--- config.mk ---
export PLATFORM = sky130hd
export DESIGN_NAME = fp_issue_scoreboard
export DESIGN_NICKNAME = d
export VERILOG_FILES = /design/src/rtl/fp_issue_scoreboard.sv
export SDC_FILE = /design/constraint.sdc
export NUM_CORES = 1
export LEC_CHECK = 0
export BUFFER_PORTS_ARGS = -buffer_cell sky130_fd_sc_hd__buf_2
export CAP_MARGIN = 15
export CORE_MARGIN = 2
export CORE_UTILIZATION = 60
export CTS_BUF_LIST = sky130_fd_sc_hd__clkbuf_8
export DETAILED_ROUTE_END_ITERATION = 10
export PLACE_DENSITY = 0.85
export SLEW_MARGIN = 10
export SYNTH_ARGS = -nofsm -noshare
export SYNTH_HDL_FRONTEND = slang
export SYNTH_SLANG_ARGS = --single-unit
--- constraint.sdc ---
create_clock -name clk -period 4.7 [get_ports clk]
set_input_delay 0.705 -clock clk [delete_from_list [all_inputs] [get_ports clk]]
set_output_delay 0.705 -clock clk [all_outputs]
set_load 0.01 [all_outputs]
--- src/rtl/fp_issue_scoreboard.sv ---
// FP issue/hazard scoreboard: PIPE_LAT-deep writer tracker plus iterative div/sqrt counter.
// Combinational stall/forward/write-back decode; define FP_SB_DIV_EN to enable the iterative divider path.
module fp_issue_scoreboard #(
  parameter int NREG     = 32,
  parameter int PIPE_LAT = 3,
  parameter int DIV_LAT  = 16,
  localparam int AW      = $clog2(NREG)
) (
  input  logic          clk,
  input  logic          rst,
  input  logic          id_valid,
  input  logic          id_cancel,
  input  logic          ext_stall,
  input  logic [2:0]    id_op,
  input  logic [AW-1:0] id_fs,
  input  logic [AW-1:0] id_ft,
  input  logic [AW-1:0] id_fd,
  input  logic          id_use_fs,
  input  logic          id_use_ft,
  output logic          stall,
  output logic          issue,
  output logic [1:0]    fwd_fs,
  output logic [1:0]    fwd_ft,
  output logic [2:0]    pipe_fc,
  output logic          div_start,
  output logic          div_busy,
  output logic          wb_en,
  output logic [AW-1:0] wb_rn,
  output logic          wb_sel,
  output logic [31:0]   stall_cnt
);

  localparam int CW = $clog2(DIV_LAT + 1);

`ifdef FP_SB_DIV_EN
  localparam bit DIV_EN = 1'b1;
`else
  localparam bit DIV_EN = 1'b0;
`endif

  logic [PIPE_LAT:1] pv;
  logic [AW-1:0]     prn [1:PIPE_LAT];
  logic [CW-1:0]     cnt;
  logic [AW-1:0]     drn;
  logic [31:0]       stall_cnt_q;

  logic is_div, pipelined, req, div_active, div_last;
  logic hz_pipe, hz_div, hz_struct, hz_coll, hz_waw;

  assign is_div     = DIV_EN && id_op[2];
  assign pipelined  = ~is_div;
  assign req        = id_valid & ~id_cancel;
  assign div_active = (cnt > CW'(1));
  assign div_last   = (cnt == CW'(1));
  assign stall_cnt  = stall_cnt_q;

  always_comb begin
    hz_pipe = 1'b0;
    // the last stage is excluded: it is forwarded instead of stalled on
    for (int k = 1; k < PIPE_LAT; k++) begin
      if (pv[k] && ((id_use_fs && prn[k] == id_fs) || (id_use_ft && prn[k] == id_ft)))
        hz_pipe = 1'b1;
    end
    hz_div    = div_active && ((id_use_fs && drn == id_fs) || (id_use_ft && drn == id_ft));
    hz_struct = is_div && div_active;
    // a pipelined op issued now would land on the divider's write-back cycle
    hz_coll   = pipelined && (cnt == CW'(PIPE_LAT + 1));
    hz_waw    = pipelined && div_active && (id_fd == drn);
    stall     = req & (hz_pipe | hz_div | hz_struct | hz_coll | hz_waw);
    issue     = req & ~stall & ~ext_stall;
    pipe_fc   = (issue && pipelined) ? id_op : 3'b000;
    div_start = issue & is_div;
    div_busy  = (cnt != '0);
  end

  always_comb begin
    fwd_fs = 2'b00;
    fwd_ft = 2'b00;
    if (req && !stall) begin
      if (id_use_fs) begin
        if (pv[PIPE_LAT] && prn[PIPE_LAT] == id_fs) fwd_fs = 2'b01;
        else if (div_last && drn == id_fs)         fwd_fs = 2'b10;
      end
      if (id_use_ft) begin
        if (pv[PIPE_LAT] && prn[PIPE_LAT] == id_ft) fwd_ft = 2'b01;
        else if (div_last && drn == id_ft)         fwd_ft = 2'b10;
      end
    end
  end

  always_comb begin
    wb_en  = 1'b0;
    wb_sel = 1'b0;
    wb_rn  = '0;
    if (pv[PIPE_LAT]) begin
      wb_en = 1'b1;
      wb_rn = prn[PIPE_LAT];
    end else if (div_last) begin
      wb_en  = 1'b1;
      wb_sel = 1'b1;
      wb_rn  = drn;
    end
  end

  always_ff @(posedge clk) begin
    if (rst) begin
      pv          <= '0;
      cnt         <= '0;
      drn         <= '0;
      stall_cnt_q <= '0;
      for (int k = 1; k <= PIPE_LAT; k++) prn[k] <= '0;
    end else begin
      pv     <= {pv[PIPE_LAT-1:1], issue & pipelined};
      prn[1] <= id_fd;
      for (int k = 2; k <= PIPE_LAT; k++) prn[k] <= prn[k-1];
      if (div_start) begin
        cnt <= CW'(DIV_LAT);
        drn <= id_fd;
      end else if (cnt != '0) begin
        cnt <= cnt - CW'(1);
      end
      if (stall && stall_cnt_q != 32'hFFFF_FFFF) stall_cnt_q <= stall_cnt_q + 32'd1;
    end
  end

endmodule
Yosys cells after proc, flatten, opt, wreduce, memory -nomap -nowiden
Memories as Yosys holds them, arrays and structs flattened.
Index checks and enable logic that the tools add are counted.
Storage, ports and cells
  register bits after elaboration: 40
  memory bits (writable): 15
  logic and storage cells: 74
  memories: 1
Cells by class
  add/sub/neg operators: 2
  order comparisons: 1
  eq/ne operators: 9
  mux-type cells: 21
  bitwise logic cells: 13
  reductions and logical operators: 24
Memories
  prn: depth 3, width 5, read ports 3, clocked after Yosys merged registers in 0, write ports 3, line 42  | logic [AW-1:0] prn [1:PIPE_LAT];
Operators with widths (count)
  adder 32 x 1 -> 32 bit (second input constant): 1
  != test 32 bit (second input constant): 1
  equality test 5 bit: 6
  2-to-1 mux 5 bit: 4
  logical AND 1 bit: 16
  2-to-1 mux 2 bit: 8
  logical NOT 5 bit: 3
  2-to-1 mux 1 bit: 8
  OR 1 bit: 6
  equality test 5 x 1 -> 1 bit (second input constant): 1
  equality test 5 x 3 -> 1 bit (second input constant): 1
  > comparator 5 x 1 -> 1 bit (second input constant): 1
  nonzero test 5 bit: 1
  subtractor 5 x 1 -> 5 bit (second input constant): 1
  AND 1 bit: 4
  logical OR 1 bit: 3
  2-to-1 mux 3 bit: 1
  NOT 1 bit: 3
  logical NOT 1 bit: 1

Logic depth before layout (Yosys ltp)
An unclocked memory read counts as a cell.
  depth after elaboration: 15
  depth in mapped cells: 9
  gate-level depth less buffers: 7

Least setup slack after synthesis
OpenSTA, ideal clock, no wires.
  path kind: in2out
  from: input port id_fs[4]
  to: output port fwd_fs[1]
  arrival: 2165 ps
  required time: 3995 ps
  setup slack: 1830 ps
  stages on the path: 8
  path buffers: 2
  cells stage by stage: xor2_1 -> nor4_1 -> a41o_1 -> nor4_2 -> buf_4 -> buf_2 -> nand4_1 -> nor3_1
Between the ends
  cells in the longest elaborated chain, start to end: 13
  elaborated cells on any way between the ends: 27
  classes of those cells: 3 x eq/ne; 6 x mux; 4 x bitwise; 14 x reduce/logical
Ends and longest elaborated chain
  start: declaration: line 15  | input logic [AW-1:0] id_fs,
  equality test 5 bit: line 61  | if (pv[k] && ((id_use_fs && prn[k] == id_fs) || (id_use_ft && prn[k] == id_ft)))
  logical AND 1 bit: line 61
  logical OR 1 bit: line 61
  logical AND 1 bit: line 61
  2-to-1 mux 1 bit (2 in a row): line 61
  OR 1 bit (3 in a row): line 69  | stall = req & (hz_pipe | hz_div | hz_struct | hz_coll | hz_waw);
  AND 1 bit: line 69
  logical NOT 1 bit: line 79  | if (req && !stall) begin
  logical AND 1 bit: line 79
  2-to-1 mux 2 bit *: line 79
  end: declaration: line 22  | output logic [1:0] fwd_fs,
Every way passes the cells marked *; elsewhere a longest branch is shown, timed or not.

Final worst setup path
  from: register cnt[0]
  to: output port pipe_fc[2]
Between the ends
  cells in the longest elaborated chain, start to end: 10
  elaborated cells on any way between the ends: 12
  classes of those cells: 1 x order compare; 1 x eq/ne; 1 x mux; 7 x bitwise; 2 x reduce/logical
Ends and longest elaborated chain
  start: declaration: line 43  | logic [CW-1:0] cnt;
  start signal: assignment: line 117  | cnt <= CW'(DIV_LAT);
  start signal: assignment: line 120  | cnt <= cnt - CW'(1);
  > comparator 5 x 1 -> 1 bit: line 53  | assign div_active = (cnt > CW'(1));
  logical AND 1 bit: line 64  | hz_div = div_active && ((id_use_fs && drn == id_fs) || (id_use_ft && drn == id_ft));
  OR 1 bit (2 in a row): line 69
  OR 1 bit *: line 69
  AND 1 bit *: line 69
  NOT 1 bit *: line 70  | issue = req & ~stall & ~ext_stall;
  AND 1 bit * (2 in a row): line 70
  2-to-1 mux 3 bit *: line 71  | pipe_fc = (issue && pipelined) ? id_op : 3'b000;
  end: declaration: line 24  | output logic [2:0] pipe_fc,
Marks and branches as above.

==> impl_metrics.toml <==
[worst_setup_path]
critical_path.cell_chain = "inv_1 > ha_1 > nor4bb_1 > a41o_1 > nor4_4 > buf_4 > and2_2 > and3b_1 > buf_2"
worstPathRequired_ns = 3.99
timing_worst_setup_path_type = "flip-flop to output port"
timing.critical_path.slowest_cell_delay_ns = 0.46
crit_arrival_ns = 2.77
critical_path.startpoint_type = "flip-flop"
timing.critical_path.buf_inv = 3
critical-path-top-delay-family = "simple AND/OR/NAND/NOR gates"
critPathSlowestCell = "buf_4"
worst_setup_path_end_kind = "output port"
critPathMaxFanout = 57

[synthesis]
synth_largest_type_area_fraction_pct = 36.0
synth_enable_flop_cells = 0
synth_nets = 388
ff_latch_count_synth = 55
top_area_cells_in_the_synthesized_netlist = "dfxtp_1 (36%), xnor2_1 (6.0%), nor2b_1 (5.5%)"
yosysTopAreaCell = "dfxtp_1"
yosys.cell_count.top_type = "dfxtp_1"
average_cell_area_after_synthesis_um2 = 8.52
synth_flop_cell = "dfxtp_1"
synth.yosys.warnings = 0
synth_seq_area_share_pct = 36.0
postSynthCellCount = 359
synth-async-reset-ratio_pct = 0
synth.distinct_cells = 45
synth.cells.most_frequent = "dfxtp_1 (55), nor2b_1 (27), a21oi_1 (23)"
synth.cell_area_um2 = 3060

[routing]
drc = 0
wirelength_um = 7140
wl_per_cell_um = 14.6
firstDrtPassIters = 4
initialDrtViolationCount = 172
num_vias = 2902
antenna_violating_nets_post_route = 0
vias_per_cell = 5.93

[placed_design]
place_hpwl_um = 5140
gp_congestion = 0.882
port-buffer-count = 73
place_worst_setup_slack_ns = 1.36

[cts]
cts-root-buf = "clkbuf_8"
ctsResizeCount = 0
postCtsHoldBufs = 0
clk_pin_slew_worst_paths_ns = 0.10
setup_fix_buffers_added_after_clock_tree_synthesis = 0
clock_latency_ns = 0.31
cts.sinks = 55
cts_tree = "yes"
cts.path.max_buffers = 2
h-tree-depth = 2
tritoncts.num_buffers = 5

[power]
power_leakage_uw = 0.00144
ir_drop_mv = 0.169
power.density_nw_per_um2 = 310

[grt]
global_route_wire_length_before_repair_um = 11400
grt_start_max_net_pins = 58
grt_pass1_vias = 2561
grt.total_usage_pct = 25.3
global_route.overflow_total = 0
grt_antenna_before_repair = 0

[die]
die_x_um = 75.4
die_y_um = 75.4
ports = 75
die_area_um2 = 5690
num_rows = 25
starting_density_pct = 63.5
floorplan.core_area_um2 = 4820

[sta]
worst_clock_skew_ns = 0.0104
report.final.slew_viol_count = 0
relSlewSlack_pct = 42.8
period_needed_ns = 3.48
rsz0062_at_grt = "no"
fin_setup_tns_ns = 0
final_critical_path_setup_slack_ns = 1.22
final-hold-violation-count = 0
tightestPinTransition_ns = 0.857
finalSetupViolations = 0
post_route_clock_period_utilization_pct = 73.9
max_freq_mhz = 288

[layout]
num-fill-cells = 420
area_delta_synth_final_pct = 15.1
insertedDiodeCount = 0
drive_gt1_share_pct = 21.3
final_net_count = 450

[run]
cap_viol_max_count = 0

[run_status]
status = "complete, no violations"

[worst_hold_path]
min-delay-path-class = "flip-flop to flip-flop"
## report_power, final
part / total (uW) / switching (uW) / internal, uW
logic: 306 / 186 / 120
clock network: 257 / 155 / 103
registers: 526 / 32.2 / 494
total: 1090 / 373 / 717
## stage by stage
| stage | instance area, um^2 | total power [uW] | hold WS, ns | instances | utilization, % |
|---|---|---|---|---|---|
| finish | 3520 | 1090 | 0.495 | 489 | 73.1 |
| global route | 3520 | 1150 | 0.507 | 489 | 73.1 |
| CTS | 3520 | 1090 | 0.494 | 489 | 73.1 |
| detailed placement | 3440 | 838 | 0.480 | 481 | 71.3 |
| global placement | 3440 | 829 | 0.474 | 481 | 71.3 |
| floorplan | 3060 | 766 | 0.459 | 359 | - |
## worst paths after layout
check | from | to | slack (ns) | cells after the start
min reg2reg | stall_cnt[23] | stall_cnt[23] | 0.50 | 2
max | cnt[0] | pipe_fc[2] | 1.22 | 9
min | stall_cnt[23] | stall_cnt[23] | 0.50 | 2
max reg2reg | stall_cnt[4] | stall_cnt[20] | 2.15 | 6
## tightest hold or removal path: stages (launching register included)
cell and delay (ns):
dfxtp_1 0.34, o31ai_1 0.06, a21oi_1 0.05
## area by class of cell
class	count	area (um^2)	area share, %
multi-input cells	281	1860	52.8
flip-flops and latches	55	1100	31.3
repair buffers	75	380	10.8
well taps	67	83.8	2.38
clock buffers	5	68.8	1.95
clock inverters	3	16.3	0.462
inverters	3	11.3	0.320
## flip-flops by register name (all words and copies together), names as in the netlist
register	count
cnt	5
stall_cnt	32
pv	3
prn	15
## routing by layer
metal | track usage, % | up-vias | routed length [um]
met2 | 43.0 | 103 | 3400
met1 | 32.4 | 1365 | 3200
li1 | - | 1421 | -
met3 | 4.10 | 13 | 418
met4 | 8.97 | 0 | 125
met5 | 0 | - | 0
## placed cells by master (no fill, tap or decap), types with 2 or more instances in the layout
master,instances
xnor2_1,21
nand2_1,17
nor2_1,21
ha_1,4
nand3b_1,3
buf_2,73
nor4_4,2
buf_4,2
clkbuf_8,5
nand2b_1,4
nand4_1,19
and3_1,10
inv_1,4
and3b_1,3
mux2_1,8
xor2_1,12
or3_1,14
nor2b_1,27
or4_1,9
o31ai_1,9
a21oi_1,23
nor4bb_1,2
o21ai_0,13
a211oi_1,3
nand3_1,17
dfxtp_1,55
and2_1,5
nor3_1,9
nor3_2,2
and2_2,2
nor3b_1,2
nor4_1,9
## kinds of logic after synthesis
| group | synth area share (%) |
|---|---|
| AOI/OAI and AO/OA | 10.5 |
| xor gates and xnor gates | 9.45 |
| adders and majority gates | 1.64 |
| buffers and inverters | 3.52 |
| DFF | 36.0 |
| muxes | 3.27 |
| other | 0.123 |
| and+or+nand+nor | 35.5 |
Power figures use the tool's default switching activity.
